===== src/rtl/regfile_if.sv =====
// Operand-read and write-back port bundle of the GPR file.
// The master side is the pipeline (decode and write-back). The slave side is the register file.
interface regfile_if #(
  parameter int DATA_W = 32,
  parameter int ADDR_W = 5
);
  logic              we;
  logic [ADDR_W-1:0] waddr;
  logic [DATA_W-1:0] wdata;
  logic              re1;
  logic [ADDR_W-1:0] raddr1;
  logic [DATA_W-1:0] rdata1;
  logic              re2;
  logic [ADDR_W-1:0] raddr2;
  logic [DATA_W-1:0] rdata2;

  modport master (
    output we, waddr, wdata, re1, raddr1, re2, raddr2,
    input  rdata1, rdata2
  );

  modport slave (
    input  we, waddr, wdata, re1, raddr1, re2, raddr2,
    output rdata1, rdata2
  );
endinterface


===== src/rtl/regfile.sv =====
// MIPS general-purpose register file: one write port and two combinational read ports.
// Register $0 is hardwired to zero. A same-cycle write is bypassed to the read ports.
module regfile #(
  parameter int DATA_W   = 32,
  parameter int ADDR_W   = 5,
  parameter int NUM_REGS = 32
) (
  input logic       clk,
  input logic       rst,
  regfile_if.slave  bus
);

  localparam logic [ADDR_W-1:0] ZERO_ADDR = '0;

  logic [DATA_W-1:0] regs [NUM_REGS];

  // A write issued in the same cycle as reset is dropped.
  always_ff @(posedge clk) begin
    if (rst) begin
      for (int i = 0; i < NUM_REGS; i++) begin
        regs[i] <= '0;
      end
    end else if (bus.we && (bus.waddr != ZERO_ADDR)) begin
      regs[bus.waddr] <= bus.wdata;
    end
  end

  always_comb begin
    bus.rdata1 = '0;
    if (!rst && (bus.raddr1 != ZERO_ADDR) && bus.re1) begin
      if (bus.we && (bus.waddr == bus.raddr1)) begin
        bus.rdata1 = bus.wdata;
      end else begin
        bus.rdata1 = regs[bus.raddr1];
      end
    end
  end

  always_comb begin
    bus.rdata2 = '0;
    if (!rst && (bus.raddr2 != ZERO_ADDR) && bus.re2) begin
      if (bus.we && (bus.waddr == bus.raddr2)) begin
        bus.rdata2 = bus.wdata;
      end else begin
        bus.rdata2 = regs[bus.raddr2];
      end
    end
  end

endmodule

===== src/flat_wrapper.sv =====
// flat-port wrapper written by rule: the top's interface ports become plain ports
module regfile_flat 
#(
  parameter int DATA_W   = 32,
  parameter int ADDR_W   = 5,
  parameter int NUM_REGS = 32
)
  (clk, rst, bus_we, bus_waddr, bus_wdata, bus_re1, bus_raddr1, bus_re2, bus_raddr2, bus_rdata1, bus_rdata2);
  regfile_if #(.DATA_W(DATA_W), .ADDR_W(ADDR_W)) bus_i ();
  input logic clk;
  input logic rst;
  input wire logic [$bits(bus_i.we)-1:0] bus_we;
  input wire logic [$bits(bus_i.waddr)-1:0] bus_waddr;
  input wire logic [$bits(bus_i.wdata)-1:0] bus_wdata;
  input wire logic [$bits(bus_i.re1)-1:0] bus_re1;
  input wire logic [$bits(bus_i.raddr1)-1:0] bus_raddr1;
  input wire logic [$bits(bus_i.re2)-1:0] bus_re2;
  input wire logic [$bits(bus_i.raddr2)-1:0] bus_raddr2;
  output wire logic [$bits(bus_i.rdata1)-1:0] bus_rdata1;
  output wire logic [$bits(bus_i.rdata2)-1:0] bus_rdata2;
  assign bus_i.we = bus_we;
  assign bus_i.waddr = bus_waddr;
  assign bus_i.wdata = bus_wdata;
  assign bus_i.re1 = bus_re1;
  assign bus_i.raddr1 = bus_raddr1;
  assign bus_i.re2 = bus_re2;
  assign bus_i.raddr2 = bus_raddr2;
  assign bus_rdata1 = bus_i.rdata1;
  assign bus_rdata2 = bus_i.rdata2;
  regfile #(.DATA_W(DATA_W), .ADDR_W(ADDR_W), .NUM_REGS(NUM_REGS)) u_core (.clk(clk), .rst(rst), .bus(bus_i));
endmodule

===== config.mk =====
export PLATFORM = sky130hd
export DESIGN_NAME = regfile_flat
export DESIGN_NICKNAME = d
export VERILOG_FILES = /design/src/rtl/regfile_if.sv /design/src/rtl/regfile.sv /design/src/flat_wrapper.sv
export SDC_FILE = /design/constraint.sdc
export NUM_CORES = 2
export LEC_CHECK = 0
export ABC_CLOCK_PERIOD_IN_PS = 5000
export CORE_ASPECT_RATIO = 1.75
export CORE_UTILIZATION = 38
export DETAILED_ROUTE_END_ITERATION = 8
export PLACE_DENSITY_LB_ADDON = 0.3
export SYNTH_ARGS = -nofsm -noshare
export SYNTH_HDL_FRONTEND = slang
export SYNTH_SLANG_ARGS = --single-unit

===== constraint.sdc =====
create_clock -name clk -period 5 [get_ports clk]
set_clock_uncertainty 0.2 [all_clocks]
set_input_delay 1 -clock clk [delete_from_list [all_inputs] [get_ports clk]]
set_output_delay 1 -clock clk [all_outputs]
set_load 0.1 [all_outputs]

==> flow_summary.ini <==
[pwr]
switchingPower_uw = 5460
p_int_uw = 15300
comb_power_share_pct = 14.7
cellPowerDensity_nw_per_um2 = 323
p_leak_uw = 0.0222
p_clk_share_pct = 36.3
p_sw_share_pct = 26.3
finalPower_uw = 20800
ir_drop_uv = 251
p_seq_share_pct = 49.0

[setup_path]
crit_required_ns = 3.80
critPathMaxFanout = 22
path_cells = buf_8, buf_12, buf_12, mux4_2, a211oi_1, a21oi_1, a221o_1, buf_12
critPathLaunch = bus_raddr1[0]
worst_setup_path_start_kind = input port
cp.arrival_ns = 3.64
cp-end-kind = primary output
path_common_cell = buf_12
crit_end = bus_rdata1[26]
cp_slowest_stage_delay_ns = 0.61
slowest_stage = a211oi_1
critical_path_class = input port to primary output

[global_route]
grt_pass1_vias = 37152
grt_usage_pct = 28.0
grt_pass1_wl_um = 286000
antenna_found_initial = 17
grt_remaining_overflow = 0
grt_max_degree = 60

[timing]
setup_tns_ns = 0
fin_crit_ns = 4.84
setup_viol = 0
fin_crit_sh_pct = 96.7
tightest_slew_ns = 1.37
holdWs_ns = 0.624
relSlewSlack_pct = 8.10
fmax_mhz = 207
grt_setup_unrepaired = no
hold_violations = 0
slew_viol_final = 0

[layout]
fin_cells = 5799
largest_reg_flops = 1024
top_register = u_core.regs
top_regs = u_core.regs x1024
syn_to_final_growth_pct = 16.4
fillerInstances = 12513
drive_gt1_share_pct = 25.8
nets = 3910

[die]
design.core.area_sq_um = 144000
dieArea_sq_um = 147000
io_pins = 116
start_util_pct = 38.4
die_h_um = 506
die_w_um = 290
rows = 184

[route]
routed_wl_um = 207000
drcViolationCount = 0
viasPerCell = 6.30
firstDrtPassIters = 8
drtIter0Drc = 4621
post_drt_wl_per_cell_um = 35.7
ant_nets = 0
vias = 36512

[synth]
ys.warnings.count = 0
ys_types = 46
syn-cell-area_sq_um = 55200
synth.most_common_cell = and2_1
ys_seq_area_share_pct = 55.7
syn_avg_cell_area_sq_um = 14.8
syn_inst = 3742
synth-edff-count = 1024
synth_seq_cells = 1024
ys_top_cells_by_area = edfxtp_1 56%, mux4_2 18%, and2_1 12%
yosysTopAreaCell = edfxtp_1
async_reset_ff_share_pct = 0
ys_top_cells_by_count = 1,025 x and2_1, 1,024 x edfxtp_1, 440 x mux4_2, 283 x clkbuf_1, 235 x mux2i_1
ys.flop_type = edfxtp_1
yosys.area.top_type_share_pct = 55.7

[place]
dp_cells = 5623
dp_hpwl_um = 136000
gp_congestion = 0.886
placement.io_buffers = 115

[flow_run]
drv_cap = 0

[run_status]
status = finished clean

[clocking]
ctsResizeCount = 0
clk_pin_slew_ns = 0.07
cts_sinks = 1024
cts_setup_buffers = 0
cts-root-buf = clkbuf_16
cts.hold.buffers_added = 0
cts_made_buffers = 93
htreeDepth = 3
cts_buffer_depth = 3
cts_tree = built

[worst_hold_path]
hp-class = input port to flop
## power by group through the flow
stage / sequential, uW / clock [uW] / combinational [uW]
finish: 10200 / 7540 / 3050
global route: 10200 / 7860 / 3140
CTS: 10200 / 7580 / 3030
detailed placement: 10300 / 0 / 3030
global placement: 10300 / 0 / 3020
floorplan: 10300 / 0 / 1800
## cell families (layout without fill, tap and decap cells)
kind of cell	Yosys count	count (layout)	share of synthesized area (%)
simple gates	1193	1193	13.2
flops	1024	1024	55.7
mux	675	675	22.2
compound gates	424	424	5.43
buf+inv	415	577	3.32
xor+xnor	10	10	0.159
other cells	1	36	0.00679
## routing by layer
metal  vias up  wire [um]  global-route usage, %
met4         8      14600                   17.7
met1     18957      70100                   31.5
met3       689      18000                   5.41
met2      2265     104000                   48.6
met5         -         57                      0
li1      14593          -                      -
## stage by stage
stage	cell area (sq um)	worst slack, ns	utilization (%)
2_1_floorplan	55300	0.209	-
3_3_place_gp	61200	0.133	42.5
3_5_place_dp	61200	0.223	42.5
4_1_cts	64300	0.215	44.7
5_1_grt	64300	0.155	44.7
6_report	64300	0.163	44.7
## cell type report
class | instances | area, sq um | share of cell area [%]
clock inverter | 58 | 657 | 1.02
sequential | 1024 | 30700 | 47.8
timing repair buffer | 402 | 4730 | 7.36
inverter | 3 | 11.3 | 0.0175
antenna | 4 | 10.0 | 0.0156
clock buffer | 114 | 2430 | 3.78
multi-input combinational | 2334 | 23400 | 36.4
tap | 1860 | 2330 | 3.62
## critical path, delay by kind of cell
kind                   cells  cell delay [ns]
AO/OA/AOI/OAI              3             1.17
buffers and inverters      4             0.89
multiplexers               1             0.51
## worst min-delay path by stage
stage | startpoint | cells after the start | end
2_1_floorplan | bus_wdata[31] | 1 | u_core.regs[1][31]$_SDFFCE_PN0P_
3_3_place_gp | rst | 1 | u_core.regs[0][28]$_SDFFCE_PN0P_
3_5_place_dp | rst | 1 | u_core.regs[0][28]$_SDFFCE_PN0P_
4_1_cts | rst | 1 | u_core.regs[0][28]$_SDFFCE_PN0P_
5_1_grt | rst | 1 | u_core.regs[0][28]$_SDFFCE_PN0P_
6_report | rst | 1 | u_core.regs[0][28]$_SDFFCE_PN0P_
## cells in the final DEF, fill, tap and decap left out, types with 11 or more instances in the layout
| cell | count |
|---|---|
| a211oi_1 | 86 |
| clkbuf_16 | 94 |
| and2_1 | 1024 |
| o221ai_1 | 32 |
| a21oi_1 | 88 |
| o21ai_0 | 14 |
| clkinv_2 | 16 |
| o21ai_4 | 31 |
| a32o_1 | 22 |
| conb_1 | 32 |
| mux2i_1 | 235 |
| nand2_1 | 30 |
| edfxtp_1 | 1024 |
| buf_4 | 227 |
| nor2b_1 | 61 |
| a22o_1 | 12 |
| bufinv_16 | 13 |
| a221o_1 | 30 |
| o22ai_1 | 42 |
| nor2_1 | 11 |
| clkinv_1 | 16 |
| a22oi_1 | 50 |
| clkbuf_1 | 20 |
| clkdlybuf4s50_1 | 41 |
| nor2_4 | 33 |
| buf_12 | 126 |
| mux4_2 | 440 |
Note: power is estimated with default switching activity, not from simulation.
